`src/rtl/i2c_pkg.sv`:
```
// i2c_pkg: shared widths, FSM states and command word layout for the I2C command sequencer.
package i2c_pkg;
    localparam int I2C_ADDR_W = 7;
    localparam int I2C_DATA_W = 8;
    localparam int CMD_W      = 1 + I2C_ADDR_W + I2C_DATA_W;

    typedef enum logic [1:0] {IDLE, ISSUE, WAIT_DONE, GAP} seq_state_e;

    typedef struct packed {
        logic                  rw;
        logic [I2C_ADDR_W-1:0] addr;
        logic [I2C_DATA_W-1:0] data;
    } cmd_t;
endpackage

```
`src/rtl/sync_fifo.sv`:
```
// sync_fifo: first-word-fall-through FIFO; head reads as zero while empty.
module sync_fifo #(
    parameter int W     = 8,
    parameter int DEPTH = 8
) (
    input  logic         clk,
    input  logic         arstn,
    input  logic         push,
    input  logic [W-1:0] din,
    input  logic         pop,
    output logic [W-1:0] dout,
    output logic         full,
    output logic         empty
);
    localparam int AW = $clog2(DEPTH);

    logic [W-1:0] mem_q [DEPTH];
    logic [W-1:0] mem_d [DEPTH];
    logic [AW:0]  wp_q, wp_d, rp_q, rp_d;
    logic         do_push, do_pop;

    // Extra pointer bit distinguishes full from empty when the indices match.
    assign empty   = wp_q == rp_q;
    assign full    = (wp_q[AW] != rp_q[AW]) && (wp_q[AW-1:0] == rp_q[AW-1:0]);
    assign do_push = push && !full;
    assign do_pop  = pop && !empty;
    assign dout    = empty ? '0 : mem_q[rp_q[AW-1:0]];

    always_comb begin
        mem_d = mem_q;
        if (do_push) mem_d[wp_q[AW-1:0]] = din;
        wp_d = wp_q + {{AW{1'b0}}, do_push};
        rp_d = rp_q + {{AW{1'b0}}, do_pop};
    end

    always_ff @(posedge clk or posedge arstn) begin
        if (arstn) begin
            wp_q <= '0;
            rp_q <= '0;
        end else begin
            wp_q <= wp_d;
            rp_q <= rp_d;
        end
    end

    always_ff @(posedge clk) mem_q <= mem_d;
endmodule

```
`src/rtl/i2c_cmd_seq.sv`:
```
// i2c_cmd_seq: buffers host I2C commands, issues them one at a time to i2c_master
// with a per-transaction timeout and a minimum idle gap, and queues read bytes.
module i2c_cmd_seq
    import i2c_pkg::*;
#(
    parameter int CMD_DEPTH   = 8,
    parameter int RD_DEPTH    = 8,
    parameter int GAP_CYC     = 4,
    parameter int TIMEOUT_CYC = 4096
) (
    input  logic                  clk,
    input  logic                  arstn,
    input  logic                  cmd_valid,
    output logic                  cmd_ready,
    input  logic [I2C_ADDR_W-1:0] cmd_addr,
    input  logic                  cmd_rw,
    input  logic [I2C_DATA_W-1:0] cmd_data,
    output logic                  rd_valid,
    input  logic                  rd_ready,
    output logic [I2C_DATA_W-1:0] rd_data,
    output logic                  busy,
    output logic                  timeout_err,
    input  logic                  err_clr,
    output logic                  i2c_start,
    output logic [I2C_ADDR_W-1:0] addr,
    output logic                  rw,
    output logic [I2C_DATA_W-1:0] data_send,
    input  logic                  i2c_done,
    input  logic [I2C_DATA_W-1:0] data_recv,
    input  logic                  data_recv_done
);
    localparam int            CNT_MAX  = (TIMEOUT_CYC > GAP_CYC) ? TIMEOUT_CYC : GAP_CYC;
    localparam int            CW       = $clog2(CNT_MAX + 1);
    localparam logic [CW-1:0] TO_LAST  = CW'(TIMEOUT_CYC - 1);
    localparam logic [CW-1:0] GAP_LAST = CW'(GAP_CYC - 1);

    seq_state_e    state_q, state_d;
    logic [CW-1:0] cnt_q, cnt_d;
    cmd_t          cur_q, cur_d, cmd_head;
    logic          got_q, got_d, err_q, err_d;
    logic          cmd_full, cmd_empty, cmd_pop;
    logic          rd_full, rd_empty, rd_push, timeout;

    sync_fifo #(.W(CMD_W), .DEPTH(CMD_DEPTH)) u_cmd_fifo (
        .clk   (clk),
        .arstn (arstn),
        .push  (cmd_valid && cmd_ready),
        .din   ({cmd_rw, cmd_addr, cmd_data}),
        .pop   (cmd_pop),
        .dout  (cmd_head),
        .full  (cmd_full),
        .empty (cmd_empty)
    );

    sync_fifo #(.W(I2C_DATA_W), .DEPTH(RD_DEPTH)) u_rd_fifo (
        .clk   (clk),
        .arstn (arstn),
        .push  (rd_push),
        .din   (data_recv),
        .pop   (rd_valid && rd_ready),
        .dout  (rd_data),
        .full  (rd_full),
        .empty (rd_empty)
    );

    assign cmd_ready   = !cmd_full;
    assign rd_valid    = !rd_empty;
    assign busy        = (state_q != IDLE) || !cmd_empty;
    assign timeout_err = err_q;
    assign i2c_start   = state_q == ISSUE;
    assign addr        = cur_q.addr;
    assign rw          = cur_q.rw;
    assign data_send   = cur_q.data;

    always_comb begin
        state_d = state_q;
        cnt_d   = cnt_q + CW'(1);
        cur_d   = cur_q;
        got_d   = got_q;
        err_d   = err_q && !err_clr;
        cmd_pop = 1'b0;
        rd_push = 1'b0;
        timeout = 1'b0;
        case (state_q)
            // A read waits for read-FIFO room before leaving the queue, so its byte always fits.
            IDLE: if (!cmd_empty && (!cmd_head.rw || !rd_full)) begin
                cmd_pop = 1'b1;
                cur_d   = cmd_head;
                state_d = ISSUE;
            end
            ISSUE: begin
                cnt_d   = '0;
                got_d   = 1'b0;
                state_d = WAIT_DONE;
            end
            WAIT_DONE: begin
                timeout = !i2c_done && (cnt_q == TO_LAST);
                rd_push = cur_q.rw && data_recv_done && !got_q && !timeout;
                if (rd_push) got_d = 1'b1;
                if (timeout) err_d = 1'b1;
                if (i2c_done || timeout) begin
                    cnt_d   = '0;
                    state_d = GAP;
                end
            end
            GAP: if (cnt_q == GAP_LAST) state_d = IDLE;
            default: state_d = IDLE;
        endcase
    end

    always_ff @(posedge clk or posedge arstn) begin
        if (arstn) begin
            state_q <= IDLE;
            cnt_q   <= '0;
            cur_q   <= '0;
            got_q   <= 1'b0;
            err_q   <= 1'b0;
        end else begin
            state_q <= state_d;
            cnt_q   <= cnt_d;
            cur_q   <= cur_d;
            got_q   <= got_d;
            err_q   <= err_d;
        end
    end
endmodule

```
`config.mk`:
```
export PLATFORM = sky130hd
export DESIGN_NAME = i2c_cmd_seq
export DESIGN_NICKNAME = d
export VERILOG_FILES = /design/src/rtl/i2c_pkg.sv /design/src/rtl/sync_fifo.sv /design/src/rtl/i2c_cmd_seq.sv
export SDC_FILE = /design/constraint.sdc
export NUM_CORES = 1
export LEC_CHECK = 0
export CORE_AREA = 5 5 140 142
export CTS_BUF_LIST = sky130_fd_sc_hd__clkbuf_2 sky130_fd_sc_hd__clkbuf_4 sky130_fd_sc_hd__clkbuf_8
export DETAILED_ROUTE_END_ITERATION = 16
export DIE_AREA = 0 0 145 147
export PLACE_DENSITY = 0.74
export REMOVE_ABC_BUFFERS = 1
export SLEW_MARGIN = 20
export SYNTH_ARGS = -nofsm -noshare
export SYNTH_HDL_FRONTEND = slang
export SYNTH_SLANG_ARGS = --single-unit
```
`constraint.sdc`:
```
create_clock -name clk -period 3.15 [get_ports clk]
set_input_delay 0.4725 -clock clk [delete_from_list [all_inputs] [get_ports clk]]
set_output_delay 0.4725 -clock clk [all_outputs]
set_load 0.01 [all_outputs]
```
# Yosys cells after proc, flatten, opt, wreduce, memory -nomap -nowiden
# Cells that the tools add are included.
[op_classes]
n_lt_le_gt_ge = 6
n_bitwise = 4
n_eq_ne = 15
mux = 27
addsub = 5
reduce_logical = 34
[ops]
columns = ["op", "count"]
rows = [
  ["$bwmux W128", 1],
  ["$bwmux W64", 1],
  ["$mux W16", 4],
  ["$bmux W16 S3", 1],
  ["$demux W16 S3", 1],
  ["$mux W8", 4],
  ["$pmux W13 S2", 1],
  ["$bmux W8 S3", 1],
  ["$demux W8 S3", 1],
  ["$add A4 B1 Y4", 4],
  ["$ge A4 B4 Y1 const B", 4],
  ["$logic_and A1 B1 Y1", 16],
  ["$not A3 Y4", 4],
  ["$add A13 B1 Y13 const B", 1],
  ["$eq A13 B12 Y1 const B", 1],
  ["$eq A13 B2 Y1 const B", 1],
  ["$mux W13", 1],
  ["$logic_not A1 Y1", 9],
  ["$eq A4 B4 Y1", 2],
  ["$lt A4 B1 Y1 const B", 2],
  ["$ne A2 B2 Y1 const B", 4],
  ["$pmux W2 S4", 1],
  ["$eq A3 B3 Y1", 2],
  ["$mux W1", 6],
  ["other kinds (10)", 18],
]
[word_totals]
word_cells = 118
in_bits = 31
output_inout_bits = 29
register_bits = 241

# Longest topological paths before layout
# Gate-level depths: netlist of run 1.
[depth]
depth_word = 12
depth_mapped = 10
ltp_nobuf = 10

# By module
# From an unflattened synthesis of run 1, not the netlist that was laid out.
[hier_totals]
cells_unflattened = 605
area_unflattened_um2 = 9864.5
[by_module_without_submodules]
columns = ["module", "seq_area_each_um2", "cells_per_inst", "n_inst", "area_per_inst_um2"]
rows = [
  ["sync_fifo at u_cmd_fifo", 4043.9, 301, 1, 5382.7],
  ["sync_fifo at u_rd_fifo", 2122.0, 173, 1, 2960.3],
  ["i2c_cmd_seq", 825.8, 131, 1, 1521.5],
]

# Worst setup path before layout of run 1
# No wires, ideal clock.
[synth_path]
path_type = "reg-to-reg"
startpoint = "register cnt_q[0]"
endpoint = "register u_rd_fifo.mem_q[24] in the netlist's numbering, enable pin"
arrival_ps = 2373
stages_incl_launch_ff = 8
synth_period_minus_slack_ps = 2771
required_ps = 2752
setup_time_ps = 398
setup_slack_ps = 379
n_path_buf = 1
path_cell_list = "dfrtp_1 -> ha_1 -> and3_1 -> buf_2 -> nand4_1 -> o21ai_1 -> nand2b_1 -> nor4b_1"
[synth_via]
elab_chain_cells = 6
[synth_rtl]
columns = ["item", "line_no", "source"]
rows = [
  ["from (decl)", "i2c_cmd_seq.sv:38", "logic [CW-1:0] cnt_q, cnt_d;"],
  ["from (signal assigned)", "i2c_cmd_seq.sv:120", "cnt_q <= cnt_d;"],
  ["$eq A13 B12 Y1", "i2c_cmd_seq.sv:97", "timeout = !i2c_done && (cnt_q == TO_LAST);"],
  ["$logic_and A1 B1 Y1", "i2c_cmd_seq.sv:97", ""],
  ["$logic_not A1 Y1", "i2c_cmd_seq.sv:98", "rd_push = cur_q.rw && data_recv_done && !got_q && !timeout;"],
  ["$logic_and A1 B1 Y1", "i2c_cmd_seq.sv:98", ""],
  ["$mux W1", "i2c_cmd_seq.sv:84", "case (state_q)"],
  ["$logic_and A1 B1 Y1", "sync_fifo.sv:25", "assign do_push = push && !full;"],
  ["to (signal assigned)", "sync_fifo.sv:46", "always_ff @(posedge clk) mem_q <= mem_d;"],
  ["to (decl)", "sync_fifo.sv:17", "logic [W-1:0] mem_q [DEPTH];"],
]
# Every way passes these cells.
# A chain may end at the register's enable or synchronous reset.

# Worst setup path after layout of run 1
[layout_path]
startpoint = "register u_rd_fifo.rp_q[1]"
endpoint = "output port rd_data[0]"
[layout_via]
elab_chain_cells = 5
elab_cells_between_ends = 6
classes_between = "1 x eq/ne; 4 x mux; 1 x bitwise"
[layout_rtl]
columns = ["item", "line_no", "source"]
rows = [
  ["from (decl)", "sync_fifo.sv:19", "logic [AW:0] wp_q, wp_d, rp_q, rp_d;"],
  ["from (signal assigned)", "sync_fifo.sv:42", "rp_q <= rp_d;"],
  ["$not A3 Y4 (not written as such)", "sync_fifo.sv:27", "assign dout = empty ? '0 : mem_q[rp_q[AW-1:0]];"],
  ["$bmux W8 S3", "sync_fifo.sv:27", ""],
  ["$mux W8 (not written as such) (2 in a row)", "sync_fifo.sv:27", ""],
  ["$mux W8 (*)", "sync_fifo.sv:27", ""],
  ["to (decl)", "i2c_cmd_seq.sv:20", "output logic [I2C_DATA_W-1:0] rd_data,"],
]
# Mark *: on every way between the ends. The rest lies on a longest branch, timed or not. The select of a mux whose other input is x is not followed.

==> results of run 1 <==
## layout by cell type, fill, tap and decap left out, types with 14 or more instances in the layout
cell / n
mux2_2: 24
mux4_1: 30
edfxtp_1: 192
xnor2_1: 14
clkbuf_8: 40
mux4_2: 16
dfrtp_1: 49
ha_1: 14
clkdlybuf4s50_1: 59
buf_4: 21
nor2_1: 32
## cells by family (layout without fill, tap and decap cells)
family,count (synthesis),in the layout,synth area share (%)
flip-flops,241,241,71.4
AND/OR/NAND/NOR,92,92,4.91
multiplexers,88,88,16.6
buffers and inverters,33,162,1.98
XOR/XNOR,26,26,2.33
adder cells (fa/ha/maj),14,14,1.79
AO/OA/AOI/OAI,13,13,0.958
## power groups by stage
stage                     logic [W]  registers, W  clock network (W)
final                       0.00321       0.00445            0.00259
after global routing        0.00348       0.00451            0.00282
after CTS                   0.00327       0.00445            0.00265
after detailed placement    0.00326       0.00450                  0
after global placement      0.00315       0.00448                  0
after floorplan             0.00190       0.00458                  0
## cell type report
class	instances	area, um^2
Multi-Input combinational cell	233	2620
Tap cell	234	293
Fill cell	1266	6860
Timing Repair Buffer	81	768
Clock buffer	52	641
Sequential cell	241	6990
Inverter	11	41.3
Clock inverter	18	123
## flip-flops by register name, indices dropped and copies added, names as in the netlist, 2 cells and up
signal and flops:
data_send 8, u_rd_fifo.wp_q 4, u_cmd_fifo.mem_q 128, addr 7
u_cmd_fifo.rp_q 4, cnt_q 13, u_cmd_fifo.wp_q 4, u_rd_fifo.rp_q 4
u_rd_fifo.mem_q 64, state_q 2
## how the worst max path moves through the flow
stage                                  start  slack (ps)  depth (start not counted)               endpoint
final                      u_rd_fifo.rp_q[1]         220                          5             rd_data[0]
after CTS                  u_rd_fifo.rp_q[0]         160                          5             rd_data[0]
after floorplan           u_cmd_fifo.rp_q[0]        -310                          5  u_cmd_fifo.mem_q[112]
after global placement        data_recv_done         650                          6     u_rd_fifo.mem_q[0]
after global routing       u_rd_fifo.rp_q[0]          60                          5             rd_data[0]
after detailed placement      data_recv_done         620                          7    u_rd_fifo.mem_q[38]
## layer usage
metal / global-route usage [%] / vias to the layer above / wire length [um]
li1: - / 2215 / -
met1: 21.1 / 2488 / 7480
met2: 30.6 / 100 / 9470
met3: 3.76 / 24 / 755
met4: 5.13 / 0 / 306
met5: 0 / - / 0
## critical path: cells and delay by family (launching register included)
family                 cells  cell delay [ps]
buffers and inverters      2              760
muxes                      2              520
and+or+nand+nor            1               50
DFF                        1              610
## per-stage QoR
| step | setup TNS (ps) | hold slack, ps | instances |
|---|---|---|---|
| after global routing | 0 | 428 | 870 |
| final | 0 | 369 | 870 |
| after CTS | 0 | 368 | 870 |
| after detailed placement | 0 | 481 | 800 |
| after global placement | 0 | 472 | 800 |
| after floorplan | -9720 | 455 | 485 |
==> impl_metrics.csv, run 1 <==
group,metric,value,unit
logic_synthesis,ys.flop_type,"edfxtp_1",
power,combPwrFrac,31.3,%
global_routing,grt_usage,17.2,%
floorplanning,die_h,147,um
status,status,"complete, no violations",
logic_synthesis,ys_seq_elements,241,
worst_setup_path,start_kind,"flip-flop",
placement,dp_hpwl,11200,um
floorplanning,initial_utilization,53.4,%
worst_setup_path,max_stage_delay,610,ps
layout,finalNetCount,651,
power,power_frac_seq,43.4,%
placement,place_ws,620,ps
worst_setup_path,path_class,"flip-flop to primary output",
sta,fmax,341,MHz
layout,drive_above_1_share,21.4,%
worst_setup_path,cp_slowest_cell,"dfrtp_1",
clock_tree,hold_buffers,0,
power,p_int,0.00717,W
logic_synthesis,async_flop_share,20.3,%
logic_synthesis,synthCells,507,
clock_tree,h-tree-depth,2,
sta,fin_crit_sh,93.1,%
clock_tree,cts_resized,0,
logic_synthesis,synth_cell_type_count,45,
sta,fin_skew,34.4,ps
clock_tree,clkTransAtPathRegs,60,ps
placement,gp_congestion,0.727,
floorplanning,die_area,21300,um^2
global_routing,grt_overflow,0,
power,p_clk_share,25.3,%
power,peakVddDrop,535,uV
sta,post-route-min-period,2930,ps
logic_synthesis,synth_top_area_share,58.9,%
logic_synthesis,yosysSeqAreaShare,71.4,%
logic_synthesis,yosysWarnings,0,
min_path,worstHoldPathType,"primary input to async pin",
global_routing,grt_first_pass_wirelength,28600,um
logic_synthesis,syn_area_per_cell,19.3,um^2
placement,dpl_cell_area,10700,um^2
clock_tree,clock_path_buffers,3,
global_routing,grt_start_max_net_pins,29,
power,cellLeakagePower,4.16,nW
clock_tree,clock_latency,540,ps
sta,slew_headroom,51.4,%
layout,fin_util,62.6,%
sta,setup_viol,0,
layout,n_antenna_cell,0,
layout,final_area,11500,um^2
floorplanning,num_rows,50,
detailed_routing,firstDrtPassIters,4,
power,power.density,892,nW/um^2
power,p_sw_share,29.9,%
detailed_routing,vias,4827,
worst_setup_path,r2r-start,"cnt_q[0]",
logic_synthesis,synth-edff-count,192,
placement,place.port_buffers,59,
floorplanning,pin_count,60,
worst_setup_path,cp_max_fo,10,
clock_tree,clock_sinks,241,
sta,worstMarginPinSlew,727,ps
worst_setup_path,r2r_slack,650,ps
sta,hold_viol_final,0,
worst_setup_path,crit_chain,"buf_4 -> mux4_2 -> mux2i_1 -> nor2_1 -> clkdlybuf4s50_1",
job,drv_cap,0,
logic_synthesis,yosysTopAreaCell,"edfxtp_1",
detailed_routing,routed_wl,18000,um
power,switchingPower,0.00307,W
global_routing,antenna_found_initial,0,
worst_setup_path,r2r_end,"u_rd_fifo.mem_q[6]",
worst_setup_path,required,2680,ps
logic_synthesis,synth.most_common_cell,"edfxtp_1",
detailed_routing,wl_per_cell,20.7,um
floorplanning,die_w,145,um
layout,area_delta_synth_final,17.2,%
clock_tree,cts_setup_buffers,0,
power,total_power,0.0102,W
detailed_routing,ant_nets,0,
worst_setup_path,arrival,2460,ps
clock_tree,cts_buffers,38,
floorplanning,core_region_area,18300,um^2
worst_setup_path,crit_path_end_kind,"primary output",
detailed_routing,avgViaCountPerCell,5.55,
global_routing,grt_pass1_vias,5229,
clock_tree,cts_root_buffer,"clkbuf_8",
worst_setup_path,reg2regPathDepth,6,
clock_tree,cts_tree,"done",
detailed_routing,drc,0,
logic_synthesis,ys_top_cells_by_area,"edfxtp_1 (59%), dfrtp_1 (13%), mux4_1 (8.1%)",
sta,rsz0062_at_grt,"false",
logic_synthesis,netlist_top_cells_count,"edfxtp_1 (192), dfrtp_1 (49), nor2_1 (32)",
detailed_routing,drtIter0Drc,276,
sta,slew_violations,0,
logic_synthesis,synth_area,9790,um^2
sta,setup_slack,217,ps
Power figures use the tool's default switching activity.
==> run 2, diff against run 1 <==
--- a/config.mk
+++ b/config.mk
@@ -11,7 +11,6 @@
 export DIE_AREA = 0 0 145 147
 export PLACE_DENSITY = 0.74
 export REMOVE_ABC_BUFFERS = 1
-export SLEW_MARGIN = 20
 export SYNTH_ARGS = -nofsm -noshare
 export SYNTH_HDL_FRONTEND = slang
 export SYNTH_SLANG_ARGS = --single-unit
==> results of run 2 <==
No change in the layout: final DEF, timing and power equal those of run 1.
==> run 3, diff against run 2 <==
--- a/config.mk
+++ b/config.mk
@@ -7,6 +7,7 @@
 export LEC_CHECK = 0
 export CORE_AREA = 5 5 140 142
 export CTS_BUF_LIST = sky130_fd_sc_hd__clkbuf_2 sky130_fd_sc_hd__clkbuf_4 sky130_fd_sc_hd__clkbuf_8
+export CTS_CLUSTER_SIZE = 24
 export DETAILED_ROUTE_END_ITERATION = 16
 export DIE_AREA = 0 0 145 147
 export PLACE_DENSITY = 0.74
==> run 3 against run 2 <==
Effect of this change: design area increased by 0.25%; worst setup slack improved by 4.1 ps; wire length about the same; sequential power barely moved; largest power group unchanged.
==> impl_metrics.csv, run 3 (synthesized netlist as in run 1, its figures left out) <==
group,metric,value,unit
status,status,"complete, no violations",
worst_setup_path,arrival,2460,ps
clock_tree,h-tree-depth,2,
floorplanning,core_region_area,18300,um^2
worst_setup_path,cp_top_family,"buffers and inverters",
detailed_routing,wl_per_cell,20.7,um
floorplanning,die_w,145,um
power,switchingPower,0.00307,W
clock_tree,clock_sinks,241,
layout,largestRegisters,"u_cmd_fifo.mem_q (128), u_rd_fifo.mem_q (64), cnt_q (13)",
detailed_routing,drtIter0Drc,248,
power,power.density,899,nW/um^2
global_routing,grt_pass1_vias,5215,
clock_tree,cts_setup_buffers,0,
placement,dpl_cell_area,10700,um^2
floorplanning,pin_count,60,
job,drv_cap,0,
sta,post-route-min-period,2930,ps
power,combPwrFrac,31.0,%
worst_setup_path,crit_path_end_kind,"primary output",
layout,layout_commonest_cell,"edfxtp_1",
detailed_routing,avgViaCountPerCell,5.54,
worst_setup_path,cp.buffers_inverters,2,
layout,drive_above_1_share,21.5,%
floorplanning,die_h,147,um
power,p_sw_share,29.7,%
placement,dp_hpwl,11200,um
sta,slew_violations,0,
clock_tree,clkTransAtPathRegs,60,ps
global_routing,grt_start_max_net_pins,29,
worst_setup_path,cp_max_fo,10,
clock_tree,cts_resized,0,
global_routing,grt_first_pass_wirelength,28600,um
placement,place.port_buffers,59,
layout,layout_common_cells,"edfxtp_1 (192), clkdlybuf4s50_1 (59), dfrtp_1 (49)",
clock_tree,clock_latency,540,ps
global_routing,antenna_found_initial,0,
clock_tree,cts_tree,"done",
layout,area_delta_synth_final,17.5,%
floorplanning,num_rows,50,
power,p_clk_share,26.0,%
worst_setup_path,required,2680,ps
power,peakVddDrop,574,uV
detailed_routing,routed_wl,18000,um
sta,fin_crit_sh,93.0,%
clock_tree,clock_path_buffers,3,
clock_tree,cts_root_buffer,"clkbuf_8",
worst_setup_path,max_stage_delay,610,ps
worst_setup_path,crit_chain,"buf_4 -> mux4_2 -> mux2i_1 -> nor2_1 -> clkdlybuf4s50_1",
sta,worstMarginPinSlew,726,ps
worst_setup_path,path_class,"flip-flop to primary output",
power,power_frac_seq,43.0,%
layout,regMostFlops,"u_cmd_fifo.mem_q",
min_path,worstHoldPathType,"primary input to async pin",
sta,slew_headroom,51.4,%
detailed_routing,firstDrtPassIters,4,
sta,fin_skew,38.0,ps
placement,gp_congestion,0.727,
sta,hold_viol_final,0,
layout,finalNetCount,651,
detailed_routing,vias,4821,
floorplanning,initial_utilization,53.4,%
sta,setup_viol,0,
global_routing,grt_usage,17.1,%
detailed_routing,ant_nets,0,
layout,final_area,11500,um^2
sta,rsz0062_at_grt,"false",
floorplanning,die_area,21300,um^2
detailed_routing,drc,0,
layout,fin_util,62.8,%
layout,n_antenna_cell,0,
clock_tree,hold_buffers,0,
clock_tree,cts_buffers,38,
layout,largest_register_ffs,128,
worst_setup_path,cp_slowest_cell,"dfrtp_1",
layout,fillerInstances,1258,
power,cellLeakagePower,4.17,nW
power,total_power,0.0103,W
sta,fmax,341,MHz
global_routing,grt_overflow,0,
worst_setup_path,start_kind,"flip-flop",
power,p_int,0.00727,W
[run 3: cell types whose count changed in the layout (fill, tap and decap cells not counted), sizes merged]
cell,before,now
bufinv,1,2
clkinv,15,13
clkbuf,52,53
[run 3: path summary, 6_finish.rpt]
check | start | endpoint | slack [ps] | cells after the start
worst min register to register | cnt_q[0] | cnt_q[0] | 490 | 1
max in group asynchronous | arstn | state_q[1] | 2190 | 3
worst max register to register | cnt_q[0] | u_rd_fifo.mem_q[6] | 640 | 6
worst max-delay path | u_rd_fifo.rp_q[1] | rd_data[0] | 220 | 5
min in group clk | cnt_q[0] | cnt_q[0] | 490 | 1
worst min-delay path | arstn | u_cmd_fifo.wp_q[0] | 370 | 2
[run 3: layer usage]
| layer | wire (um) | vias to the layer above | track usage (%) |
|---|---|---|---|
| li1 | - | 2212 | - |
| met1 | 7520 | 2484 | 21.2 |
| met2 | 9400 | 103 | 30.6 |
| met3 | 768 | 22 | 3.61 |
| met4 | 294 | 0 | 5.13 |
| met5 | 0 | - | 0 |
[run 3: power by group through the flow]
stage          registers, W  clock network (W)  logic [W]
2_1_floorplan       0.00458                  0    0.00190
3_3_place_gp        0.00448                  0    0.00315
3_5_place_dp        0.00450                  0    0.00326
4_1_cts             0.00445            0.00274    0.00326
5_1_grt             0.00451            0.00291    0.00348
6_report            0.00444            0.00269    0.00321
[run 3: final cells by class]
class                           instances  area [um^2]  share of cell area, %
Tap cell                              234          293                   2.55
Clock buffer                           53          648                   5.63
Timing Repair Buffer                   81          768                   6.68
Inverter                               11         41.3                  0.359
Clock inverter                         17          144                   1.25
Sequential cell                       241         6990                   60.8
Multi-Input combinational cell        233         2620                   22.7
[run 3: metrics by stage]
step                      cells  setup WS (ps)  TNS [ps]  hold WS [ps]
final                       870            221         0           370
after global routing        870           64.9         0           437
after CTS                   870            164         0           379
after detailed placement    800            620         0           481
after global placement      800            649         0           472
after floorplan             485           -305     -9720           455
==> variant 1: new RTL, config.mk and constraints of run 1 <==
Take the reset off `rp_q` and load it in a clocked block of its own.
--- a/src/rtl/sync_fifo.sv
+++ b/src/rtl/sync_fifo.sv
@@ -37,9 +37,11 @@
         if (arstn) begin
             wp_q <= '0;
-            rp_q <= '0;
         end else begin
             wp_q <= wp_d;
-            rp_q <= rp_d;
         end
+    end
+
+    always_ff @(posedge clk) begin
+        rp_q <= rp_d;
     end
 
Check against the original RTL: differs if arstn is asserted again (counterexample within 4 cycles, from zero or initial values and one cycle with arstn high); with arstn held inactive, the same outputs for 10 cycles.
==> variant 1 against run 1 <==
- sequential cell count did not move
- area after synthesis shrank 0.41%
- via count hardly changed
- routed wire length fell by 4.0%
- power rose by 1.1%
- critical path type unchanged
- clock power grew 5%
- setup slack improved by 0.0019 ns
- final area about the same
==> variant 1: results (changes against run 1) <==
cts_made_buffers: 39  # +2.6%
cts_buffer_depth: 3  # unchanged
synth.distinct_cells: 46  # +2.2%
async_flop_share: 0.170  # -0.0332
drt_iter0_markers: 275  # -0.36%
grt_max_degree: 42  # +45%
timing.slew.headroom: 0.402  # -0.112
ys_seq_area_frac: 0.713  # -0.00117
power_switching_w: 0.00303  # -1.2%
ir_drop_uv: 751  # +40%
dp_hpwl_mm: 10.5  # -6.3%
cp_slowest_stage_delay_ns: 0.57  # -0.04 ns
cts_max_level: 2  # unchanged
port_buffers: 59  # unchanged
power_leakage_nw: 4.15  # -0.20%
grt_pass1_vias: 5110  # -2.3%
grt_pass1_wl_mm: 27.5  # -4.0%
worstPathMaxFanout: 16  # +6
yosysWarningCount: 0  # unchanged
drive_gt1_frac: 0.216  # +0.00246
synthTopCellsByCount: "edfxtp_1, dfrtp_1, nor2_1, mux4_1, mux2_2"
crit_slowest_cell: "mux4_2"
diodes: 0  # unchanged
cts_setup_buffers: 0  # unchanged
dr_total_vias: 4826  # -0.021%
outcome: "complete, no violations"
finalNetCount: 652  # +0.15%
skew_ns: 0.0242  # -0.0102 ns
place_congestion: 0.771  # +6.2%
routedWlPerCell_um: 19.8  # -4.2%
synth_ff_type: "edfxtp_1"
clkLatencyLatePin_ns: 0.54  # about the same
hp-class: "input port to async pin"
dp_slack_ns: 0.604  # -0.0156 ns
grt_usage: 0.166  # -0.00607
antenna_found_initial: 0  # unchanged
synth_area_leaders: "edfxtp_1, dfrtp_1, mux4_1"
-- variant 1: path summary, 6_finish.rpt --
check / slack [ns] / end / cells after the start / start
worst max-delay path: 0.22 / rd_data[6] / 5 / u_rd_fifo.rp_q[0]$_DFF_P_
worst min-delay path: 0.47 / u_cmd_fifo.wp_q[0]$_DFF_PP0_ / 2 / arstn
worst max register to register: 0.59 / u_cmd_fifo.rp_q[2]$_DFF_P_ / 7 / u_rd_fifo.wp_q[1]$_DFF_PP0_
worst min register to register: 0.48 / cnt_q[0]$_DFF_PP0_ / 1 / cnt_q[0]$_DFF_PP0_
max in group asynchronous: 2.11 / u_rd_fifo.wp_q[1]$_DFF_PP0_ / 2 / arstn
min in group clk: 0.48 / cnt_q[0]$_DFF_PP0_ / 1 / cnt_q[0]$_DFF_PP0_
-- variant 1: layout make-up --
cell class | count | area (um^2)
Clock inverter | 19 | 150
Sequential cell | 241 | 6950
Timing Repair Buffer | 81 | 756
Fill cell | 1300 | 6850
Inverter | 11 | 41.3
Tap cell | 234 | 293
Clock buffer | 53 | 673
Multi-Input combinational cell | 233 | 2620
-- variant 1: metrics by stage --
| stage | instance area [um^2] | power, W | hold WS, ns | instances |
|---|---|---|---|---|
| final | 11500 | 0.0104 | 0.468 | 872 |
| after CTS | 11500 | 0.0105 | 0.474 | 872 |
| after global placement | 10700 | 0.00761 | 0.466 | 800 |
| after detailed placement | 10700 | 0.00773 | 0.480 | 800 |
| after global routing | 11500 | 0.0109 | 0.505 | 872 |
| after floorplan | 9600 | 0.00648 | 0.453 | 485 |
-- variant 1: cells by family after synthesis --
kind of cell | share of synthesized area
DFF | 0.713
muxes | 0.167
AOI/OAI and AO/OA | 0.00962
buffers and inverters | 0.0199
adders and majority gates | 0.0180
xor gates and xnor gates | 0.0234
and+or+nand+nor | 0.0493
-- variant 1: per-layer routing --
metal / vias to the layer above / part of all wire / track usage
met5: - / 0 / 0
li1: 2218 / - / -
met3: 33 / 0.056 / 0.0432
met2: 132 / 0.51 / 0.285
met4: 0 / 0.017 / 0.0461
met1: 2443 / 0.41 / 0.209
-- variant 1: power groups by stage --
stage          clock, W  sequential, W  combinational, W
3_5_place_dp          0        0.00446           0.00328
6_report        0.00273        0.00440           0.00322
4_1_cts         0.00282        0.00440           0.00328
5_1_grt         0.00299        0.00446           0.00350
2_1_floorplan         0        0.00458           0.00189
3_3_place_gp          0        0.00442           0.00319
-- variant 1: worst register-to-register path, delay by kind of cell, from the launching register on --
kind	cells	cell delay [ns]
adder cells (fa/ha/maj)	2	0.42
flip-flops	1	0.50
AO/OA/AOI/OAI	1	0.71
AND/OR/NAND/NOR	1	0.28
XOR/XNOR	2	0.45
buffers and inverters	1	0.10
==> variant 2: new RTL, settings of run 1 <==
Without the edit above. Set the parameter `GAP_CYC` to 8 (it was 4).
--- a/src/rtl/i2c_cmd_seq.sv
+++ b/src/rtl/i2c_cmd_seq.sv
@@ -6,5 +6,5 @@
     parameter int CMD_DEPTH   = 8,
     parameter int RD_DEPTH    = 8,
-    parameter int GAP_CYC     = 4,
+    parameter int GAP_CYC     = 8,
     parameter int TIMEOUT_CYC = 4096
 ) (
Function: changed (a bounded check fails within 10 cycles, from zero or initial values and one cycle with arstn high).
==> variant 2 against run 1 <==
- routed wire length about the same
- final area down 0.88%
- die area unchanged
- sequential cell count unchanged
- hold slack better by 0.049 ns
- area after synthesis down 0.93%
- power about the same
- setup slack worse by 0.023 ns
- highest routed layer unchanged
==> variant 2: results (changes against run 1) <==
outcome: "complete, no violations"
grt_pass1_vias: 5196  # -0.63%
final.setup.worst_slack_ns: 0.193  # -0.0234 ns
reg_top3: "u_cmd_fifo.mem_q x128, u_rd_fifo.mem_q x64, cnt_q x13"
drive_gt1_frac: 0.278  # +0.0645
worst_pin_slew_ns: 0.766  # +0.0394 ns
synth_ff_type: "edfxtp_1"
routedWlPerCell_um: 20.7  # about the same
cts_max_level: 2  # unchanged
clk_pin_slew_ns: 0.06  # about the same
cp_slowest_stage_delay_ns: 0.55  # -0.06 ns
cts-root-buf: "clkbuf_8"
stdcell_count: 870  # unchanged
r2r_setup_slack_ns: 0.72  # +0.07 ns
cts_buffer_depth: 3  # unchanged
grt_usage: 0.170  # -0.00171
drc: 0  # unchanged
cts_setup_buffers: 0  # unchanged
placedCellCount: 801  # +0.13%
via_per_inst: 5.50  # -0.79%
ys_seq_area_frac: 0.721  # +0.00672
antenna_found_initial: 0  # unchanged
finalNetCount: 653  # +0.31%
ir_drop_uv: 559  # +4.4%
dp_hpwl_mm: 11.2  # -0.28%
path_delay_family: "buffers and inverters"
diodes: 0  # unchanged
synthCells: 505  # -0.39%
crit_arrival_ns: 2.48  # +0.02 ns
synthTopCellsByCount: "edfxtp_1, dfrtp_1, mux4_2, nor2_1, mux2_2"
grt_pass1_wl_mm: 28.2  # -1.4%
async_flop_share: 0.203  # unchanged
dp_slack_ns: 0.613  # -0.00676 ns
final_common_cell: "edfxtp_1"
synth_edf_count: 192  # unchanged
worstPathMaxFanout: 18  # +8
cts_resized: 0  # unchanged
cts_made_buffers: 39  # +2.6%
synth_area_leaders: "edfxtp_1, dfrtp_1, mux4_2"
power_leakage_nw: 4.03  # -3.1%
clkLatencyLatePin_ns: 0.52  # -0.02 ns
drt_first_pass_iters: 4  # unchanged
drt_iter0_markers: 205  # -26%
skew_ns: 0.0138  # -0.0205 ns
port_buffers: 59  # unchanged
nFillCells: 1304  # +3.0%
synth.distinct_cells: 47  # +4.4%
crit_slowest_cell: "mux4_2"
hp-class: "input port to async pin"
place_congestion: 0.758  # +4.3%
grt_max_degree: 37  # +28%
-- variant 2: changes by cell type in the layout (fill, tap and decap cells not counted), moves of 4 or more --
cell             run 1  this run
mux2_4               6         0
xnor2_1             14         9
mux2_2              24        30
mux4_2              16        46
mux4_1              30         0
clkbuf_4            12        16
-- variant 2: final timing paths --
kind / endpoint / depth (start not counted) / startpoint
setup / recovery: rd_data[1] / 5 / u_rd_fifo.rp_q[0]$_DFF_PP0_
setup reg to reg: data_send[7]$_DFFE_PP0P_ / 6 / u_cmd_fifo.rp_q[1]$_DFF_PP0_
hold / removal: u_rd_fifo.rp_q[0]$_DFF_PP0_ / 2 / arstn
max in group asynchronous: addr[6]$_DFFE_PP0P_ / 3 / arstn
hold reg to reg: u_rd_fifo.wp_q[3]$_DFF_PP0_ / 1 / u_rd_fifo.wp_q[3]$_DFF_PP0_
min in group clk: u_rd_fifo.wp_q[3]$_DFF_PP0_ / 1 / u_rd_fifo.wp_q[3]$_DFF_PP0_
-- variant 2: stage by stage --
step,setup TNS (ns),cell area (um^2),hold WS (ns)
2_1_floorplan,-35.41,9550,0.465
3_3_place_gp,0,10600,0.481
3_5_place_dp,0,10600,0.481
4_1_cts,0,11400,0.412
5_1_grt,0,11400,0.477
6_report,0,11400,0.418
-- variant 2: cell families (layout without fill, tap and decap cells) --
| family | count (synthesis) | in the layout | synth area share |
|---|---|---|---|
| xor gates and xnor gates | 26 | 26 | 0.0250 |
| and+or+nand+nor | 92 | 92 | 0.0521 |
| muxes | 89 | 89 | 0.155 |
| buffers and inverters | 31 | 162 | 0.0195 |
| DFF | 241 | 241 | 0.721 |
| adders and majority gates | 14 | 14 | 0.0181 |
| AOI/OAI and AO/OA | 12 | 12 | 0.00942 |
-- variant 2: power breakdown --
| group | total (W) | internal, W | switching (W) |
|---|---|---|---|
| Sequential | 0.00431 | 0.00400 | 0.000310 |
| Combinational | 0.00338 | 0.00177 | 0.00161 |
| Clock | 0.00255 | 0.00140 | 0.00116 |
-- variant 2: area by class of cell --
type                            count  area, um^2  share of cell area
Clock buffer                       57         684              0.0602
Clock inverter                     12        61.3             0.00539
Inverter                           10        40.0             0.00352
Multi-Input combinational cell    233        2530               0.222
Timing Repair Buffer               83         771              0.0678
Tap cell                          234         293              0.0257
Sequential cell                   241        6990               0.615
-- variant 2: per-layer routing --
metal  GRT usage  wire, um
met5           0         0
met4      0.0593       353
met3      0.0352       902
met2       0.292      9230
met1       0.216      7510
